--- config.mk ---
export PLATFORM = sky130hd
export DESIGN_NAME = inst_fetch_ctrl
export DESIGN_NICKNAME = d
export VERILOG_FILES = /design/src/rtl/inst_fetch_ctrl.sv
export SDC_FILE = /design/constraint.sdc
export NUM_CORES = 1
export LEC_CHECK = 0
export CORE_AREA = 10 10 285 287
export DETAILED_ROUTE_END_ITERATION = 8
export DIE_AREA = 0 0 295 297
export DONT_BUFFER_PORTS = 1
export GPL_TIMING_DRIVEN = 0
export PLACE_DENSITY = 0.75
export SLEW_MARGIN = 10
export SYNTH_ARGS = -nofsm -noshare
export SYNTH_HDL_FRONTEND = slang
export SYNTH_SLANG_ARGS = --single-unit
--- constraint.sdc ---
create_clock -name clk -period 6.9 [get_ports clk]
set_clock_uncertainty 0.2 [all_clocks]
set_input_delay 1.38 -clock clk [delete_from_list [all_inputs] [get_ports clk]]
set_output_delay 1.38 -clock clk [all_outputs]
set_load 0.01 [all_outputs]
--- src/rtl/inst_fetch_ctrl.sv ---
// inst_fetch_ctrl
//   Instruction fetch controller with a direct-mapped, one-word-per-line instruction
//   cache in front of a byte-wide RAM bus. A hit returns the cached word one cycle
//   after acceptance. A miss arbitrates for the bus, reads four bytes little-endian,
//   returns the word and fills the line.
//
// Ports
//   clk          system clock, rising edge
//   rst          synchronous active-high reset (wins over rdy and flush_i)
//   rdy          global enable; low freezes all state and outputs
//   if_req_i     fetch request, held until inst_done_o
//   pc_i         fetch address; bits [1:0] ignored
//   flush_i      abandon any fetch in progress
//   inst_done_o  one-cycle pulse, inst_o valid
//   inst_o       fetched instruction, holds between pulses
//   mem_req_o    RAM bus ownership request
//   mem_gnt_i    RAM bus grant
//   mem_a_o      RAM byte read address
//   mem_din_i    RAM read data, valid the cycle after its address under grant
module inst_fetch_ctrl #(
    parameter int unsigned ICACHE_LINES = 16
) (
    input  logic        clk,
    input  logic        rst,
    input  logic        rdy,
    input  logic        if_req_i,
    input  logic [31:0] pc_i,
    input  logic        flush_i,
    output logic        inst_done_o,
    output logic [31:0] inst_o,
    output logic        mem_req_o,
    input  logic        mem_gnt_i,
    output logic [31:0] mem_a_o,
    input  logic [7:0]  mem_din_i
);

    localparam int unsigned IDX_W = $clog2(ICACHE_LINES);
    localparam int unsigned TAG_W = 30 - IDX_W;

    typedef enum logic [1:0] {
        IDLE,
        WAIT_GNT,
        FETCH,
        DONE
    } state_t;

    state_t                  state;
    logic [1:0]              byte_cnt;
    logic [31:0]             fetch_pc;   // word-aligned address of the fetch in flight
    logic [23:0]             asm_lo;     // low three bytes gathered so far
    logic [ICACHE_LINES-1:0] valid;

    logic [31:0]             data_mem [ICACHE_LINES];
    logic [TAG_W-1:0]        tag_mem  [ICACHE_LINES];

    logic [31:0]             req_pc;
    logic [IDX_W-1:0]        req_idx;
    logic [TAG_W-1:0]        req_tag;
    logic [IDX_W-1:0]        fill_idx;
    logic [TAG_W-1:0]        fill_tag;
    logic                    accept;
    logic                    hit;
    logic                    fill_we;

    always_comb begin
        req_pc   = pc_i & 32'hFFFF_FFFC;
        req_idx  = req_pc[IDX_W+1:2];
        req_tag  = req_pc[31:IDX_W+2];
        fill_idx = fetch_pc[IDX_W+1:2];
        fill_tag = fetch_pc[31:IDX_W+2];
        // A request is only taken once the previous done pulse has cleared.
        accept   = (state == IDLE) && !inst_done_o && if_req_i;
        hit      = valid[req_idx] && (tag_mem[req_idx] == req_tag);
        // Line is written on the edge that samples the last byte, unless flushed.
        fill_we  = !rst && rdy && !flush_i && (state == FETCH) && (byte_cnt == 2'd3);
    end

    always_ff @(posedge clk) begin
        if (fill_we) begin
            data_mem[fill_idx] <= {mem_din_i, asm_lo};
            tag_mem[fill_idx]  <= fill_tag;
        end
    end

    always_ff @(posedge clk) begin
        if (rst) begin
            state       <= IDLE;
            byte_cnt    <= 2'd0;
            fetch_pc    <= 32'd0;
            asm_lo      <= 24'd0;
            valid       <= '0;
            inst_done_o <= 1'b0;
            inst_o      <= 32'd0;
            mem_req_o   <= 1'b0;
            mem_a_o     <= 32'd0;
        end else if (rdy) begin
            if (flush_i) begin
                state       <= IDLE;
                byte_cnt    <= 2'd0;
                mem_req_o   <= 1'b0;
                inst_done_o <= 1'b0;
            end else begin
                unique case (state)
                    IDLE: begin
                        inst_done_o <= 1'b0;
                        if (accept) begin
                            if (hit) begin
                                inst_done_o <= 1'b1;
                                inst_o      <= data_mem[req_idx];
                            end else begin
                                state     <= WAIT_GNT;
                                mem_req_o <= 1'b1;
                                mem_a_o   <= req_pc;
                                fetch_pc  <= req_pc;
                            end
                        end
                    end
                    WAIT_GNT: begin
                        // Address pc+0 goes out in the grant cycle itself.
                        if (mem_gnt_i) begin
                            state    <= FETCH;
                            byte_cnt <= 2'd0;
                            mem_a_o  <= fetch_pc + 32'd1;
                        end
                    end
                    FETCH: begin
                        unique case (byte_cnt)
                            2'd0: asm_lo[7:0]   <= mem_din_i;
                            2'd1: asm_lo[15:8]  <= mem_din_i;
                            2'd2: asm_lo[23:16] <= mem_din_i;
                            2'd3: begin
                                state       <= DONE;
                                inst_done_o <= 1'b1;
                                mem_req_o   <= 1'b0;
                                inst_o      <= {mem_din_i, asm_lo};
                                valid[fill_idx] <= 1'b1;
                            end
                        endcase
                        if (byte_cnt != 2'd3) begin
                            byte_cnt <= byte_cnt + 2'd1;
                        end else begin
                            byte_cnt <= 2'd0;
                        end
                        // Addresses run one byte ahead of the data; pc+3 is held
                        // while its byte comes back.
                        if (byte_cnt < 2'd2) begin
                            mem_a_o <= fetch_pc + {30'd0, byte_cnt} + 32'd2;
                        end
                    end
                    DONE: begin
                        state       <= IDLE;
                        inst_done_o <= 1'b0;
                        byte_cnt    <= 2'd0;
                    end
                    default: state <= IDLE;
                endcase
            end
        end
    end

endmodule

[Word level (Yosys, flattened, before mapping)]
Memories as Yosys holds them, arrays and structs flattened.
Cells that the tools add are included.
Storage, ports and cells
  memory bits (writable): 928
  bits in registers: 140
  memories: 2
  output and inout port bits: 66
  logic and storage cells: 106
Cells by class
  reductions and logical operators: 29
  bitwise operators: 3
  order comparisons: 4
  add/sub/neg operators: 4
  multiplexer cells: 35
  equal/unequal tests: 18
Memory list
  data_mem: depth 16, width 32, rd ports 1, clocked after memory_dff 0, write ports 1, RTL line 53  | logic [31:0] data_mem [ICACHE_LINES];
  tag_mem: depth 16, width 26, rd ports 1, clocked after memory_dff 0, write ports 1, RTL line 54  | logic [TAG_W-1:0] tag_mem [ICACHE_LINES];
Operator list (count)
  two-way mux 32 bit: 7
  case mux 32 bit (3 select lines): 1
  case mux 32 bit (2 select lines): 1
  adder 32 x 1 -> 32 bit (second input constant): 1
  adder 32 x 2 -> 32 bit: 1
  adder 32 x 2 -> 32 bit (second input constant): 1
  == test 26 bit: 1
  two-way mux 2 bit: 8
  OR 16 bit: 1
  AND reduction 4 bit: 4
  AND reduction 5 bit: 3
  two-way mux 1 bit: 12
  < comparator 4 x 5 -> 1 bit (second input constant): 2
  != test 2 bit (second input constant): 5
  != test 3 bit (second input constant): 3
  == test 2 bit (second input constant): 4
  logical AND 1 bit: 8
  case mux 2 bit (4 select lines): 1
  nonzero test 4 bit: 2
  AND reduction 7 bit: 1
  case mux 2 bit (3 select lines): 1
  AND reduction 3 bit: 2
  AND reduction 6 bit: 1
  nonzero test 3 bit: 2
  other kinds (14): 20

[Longest topological paths before layout]
  word-level depth: 7
  mapped depth: 16
  mapped depth without buffers: 10

[Worst setup path before layout]
OpenSTA, ideal clock, no wires.
  path type: input port to flip-flop
  start: input port flush_i
  end: memory data_mem[8][0] (enable)
  data required time: 6.152 ns
  stages on the path: 5
  path buffers: 0
  slack: -0.249 ns
  arrival: 6.402 ns
  setup time: 0.548 ns
  path through: nor2_1 -> and2_1 -> nand3_1 -> or3b_2 -> nor3_1
On the way
  longest elaborated chain between the ends: 6
Ends and longest elaborated chain
  start, declared: RTL line 28  | input logic flush_i,
  zero test 1 bit: RTL line 75  | fill_we = !rst && rdy && !flush_i && (state == FETCH) && (byte_cnt == 2'd3);
  logical AND 1 bit (3 in series): RTL line 75
  two-way mux 1 bit: RTL line 79  | if (fill_we) begin
  two-way mux 1 bit (not written as such): RTL line 80  | data_mem[fill_idx] <= {mem_din_i, asm_lo};
  end, declared: RTL line 53
No other way between the ends.

[Final worst setup path]
  start: input port pc_i[3]
  end: register inst_o[7]
On the way
  longest elaborated chain between the ends: 5
Ends and longest elaborated chain
  start, declared: RTL line 27  | input logic [31:0] pc_i,
  memory (16 x 26 bit) or binary-select mux 1 bit (select 4 bit) (tied branches)
  == test 26 bit or two-way mux 1 bit (tied branches): RTL line 73  | hit = valid[req_idx] && (tag_mem[req_idx] == req_tag);
  logical AND 1 bit: RTL line 73
  != test 2 bit (no source line)
  AND reduction 6 bit (no source line)
  end signal, assigned: RTL line 109  | inst_o <= data_mem[req_idx];
  end signal, assigned: RTL line 135  | inst_o <= {mem_din_i, asm_lo};
  end, declared: RTL line 30  | output logic [31:0] inst_o,
Parallel ways exist; a longest one is shown, timed or not. The select of a mux whose other input is x is not followed.
A chain may end at the register's enable or synchronous reset.

==> qor.yml <==
sta:
  worstMarginPinSlew_ns: 1.175
  fin_crit_sh_pct: 92.65
  hold_viol_final: 0
  final.setup.tns_ns: 0
  drv_slew: 0
  fmax_mhz: 156.4
  setup_viol: 0
  slew_headroom_pct: 21.66
  period_minus_slack_ns: 6.393
  rsz0062_at_grt: "no"
route:
  via_per_inst: 6.719
  first_iter_violations: 3709
  drc: 0
  ant_nets: 0
  first_pass_iters: 6
  totalWireLength_mm: 117.6
  num_vias: 24020
  wl_per_cell_um: 32.88
clocking:
  ctsHoldBuffers: 0
  ctsResizeCount: 0
  numCtsBuffers: 101
  clk_latency_ns: 0.68
  clock_path_buffers: 3
  clk_pin_slew_ns: 0.06
  htreeDepth: 3
  clkSinkCount: 1068
  post_cts_buffers: 0
  cts_tree: "built"
  cts-root-buf: "clkbuf_16"
setup_path:
  crit_family: "buffers and inverters"
  crit_path_start_kind: "primary input"
  cpMaxStageDelayCell: "clkbuf_1"
  crit_buf_inv: 6
  worstSetupEndpointType: "flip-flop"
  required_ns: 7.23
  reg2reg_setup_slack_ns: 2.21
  crit_chain: "buf_2 -> clkbuf_1 -> buf_2 -> clkbuf_1 -> clkbuf_1 -> clkbuf_1 -> mux4_2 -> mux4_2 -> nand2_1 -> nand2_1 -> mux2i_1 -> nor2_1"
  r2r-end: "inst_o[18]"
  cp_common_cell: "clkbuf_1"
  r2r-start: "tag_mem[5][7]"
  rr_worst_depth: 11
  cpPeakStageDelay_ns: 0.87
  worstPathMaxFanout: 10
  arrival_ns: 6.73
  critPathKind: "primary input to flip-flop"
pwr:
  power_switching_mw: 2.770
  leakagePower_nw: 15.46
  p_total_mw: 13.22
  ir_drop_mv: 0.2036
  combPwrFrac_pct: 4.1
  power_frac_seq_pct: 53.2
  intPower_mw: 10.45
  clkPwrFrac_pct: 42.8
  power_density_nw_per_um2: 271.1
  sw_frac_of_total_pct: 20.95
global_routing:
  grt_pass1_wl_mm: 168.9
  grt_pass1_vias: 23740
  antenna_found_initial: 4
  grt_max_degree: 25
  grt_use_total_pct: 26.79
  overflow: 0
die:
  start_util_pct: 56.38
  die-area_um2: 87620
  dieHeight_um: 297
  num_io_pins: 112
  rows: 101
  dieWidth_um: 295
  coreArea_um2: 75440
min_path:
  whs_path_depth: 1
  hp-class: "flip-flop to flip-flop"
  min_to: "valid[6]"
  hp-start: "valid[6]"
yosys:
  netlist_area_um2: 42540
  yosys-top-cells-area: "edfxtp_1, mux4_2, dfxtp_1"
  synth_top_area_share_pct: 65.51
  ys_seq_area_share_pct: 72.10
  synth_async_sr_flop_share_pct: 0
  postSynthCellCount: 2334
  yosys.cell_types.count: 63
  yosys.area.top_type: "edfxtp_1"
  synth_area_per_cell_um2: 18.22
  syn_nets: 2389
  ys_seq_elements: 1068
  synth_edf_count: 928
  yosysWarnings: 0
  ys.flop_type: "edfxtp_1"
placed_design:
  gp_congestion: 0.9310
  port_buffers: 0
  dp_hpwl_mm: 77.07
run:
  max_cap_viol_count: 0
finish:
  final_common_cell: "edfxtp_1"
  final_core_util_pct: 64.64
  layout_common_cells: "edfxtp_1, mux4_2, nand2_1"
  fill_cells: 4820
  layout.nets: 2563
  drive_above_1_share_pct: 22.50
  area_delta_synth_final_pct: 14.65
status:
  outcome: "complete, no violations"
-- cells in the mapped netlist (18+ instances only) --
master / instances
clkbuf_1: 73
nor2b_1: 22
a21oi_1: 40
mux4_2: 249
nand2_1: 208
buf_1: 18
a21o_1: 20
mux2_2: 27
nor2_1: 125
o21ai_0: 42
xnor2_1: 19
mux2i_1: 139
dfxtp_1: 140
edfxtp_1: 928
nand3_1: 21
buf_2: 27
-- flip-flops by register name (all words and copies together) (netlist names) --
name	count
inst_done_o	1
mem_req_o	1
asm_lo	24
fetch_pc	30
data_mem	512
inst_o	32
mem_a_o	32
tag_mem	416
state	2
valid	16
byte_cnt	2
-- stage by stage --
stage / worst slack (ns) / instances / hold slack [ns] / instance area (um2)
final: 0.5074 / 3575 / 0.2530 / 48770
after detailed placement: 0.01149 / 3383 / 0.2404 / 45340
after global placement: -5.945 / 3312 / 0.2269 / 43770
after CTS: 0.6723 / 3573 / 0.2536 / 48760
after floorplan: 0.07630 / 2334 / 0.2211 / 42550
after global routing: 0.5403 / 3573 / 0.2604 / 48760
-- power groups by stage --
stage	logic (mW)	clock network [mW]	registers [mW]
final	0.540	5.65	7.03
after global routing	0.566	5.94	7.03
after CTS	0.532	5.68	7.03
after detailed placement	0.527	0	7.17
after global placement	0.518	0	7.16
after floorplan	0.359	0	7.14
-- routing by layer --
metal | track usage, % | vias up | wire length [um]
met2 | 41.12 | 1611 | 55010
li1 | - | 9685 | -
met1 | 36.83 | 12440 | 44200
met5 | 0 | - | 43
met3 | 7.460 | 279 | 14520
met4 | 8.932 | 6 | 3776
-- logic make-up after synthesis --
group / synth area share [%]
adder cells (fa/ha/maj): 0.2647
buffers and inverters: 1.580
flip-flops: 72.10
XOR/XNOR: 0.6383
multiplexers: 17.56
AND/OR/NAND/NOR: 4.677
AO/OA/AOI/OAI: 3.183
-- worst max-delay path by stage --
stage               startpoint             end  depth (start not counted)
global route           pc_i[3]       inst_o[7]                         12
floorplan              flush_i  data_mem[4][0]                          6
global placement       flush_i   tag_mem[4][5]                          6
finish                 pc_i[3]       inst_o[7]                         12
CTS                    pc_i[3]       inst_o[7]                         12
detailed placement     pc_i[3]       inst_o[7]                         12
-- final cells by class --
class / instances / area [um2] / area share, %
timing repair buffer: 71 / 1456 / 2.986
buffer: 133 / 620.6 / 1.273
clock buffer: 135 / 2795 / 5.732
sequential: 1068 / 30670 / 62.89
inverter: 14 / 52.55 / 0.1078
multi-input combinational: 1119 / 11320 / 23.21
tap: 978 / 1224 / 2.509
antenna: 2 / 5.005 / 0.01026
clock inverter: 55 / 626.9 / 1.285
Power figures use the tool's default switching activity.
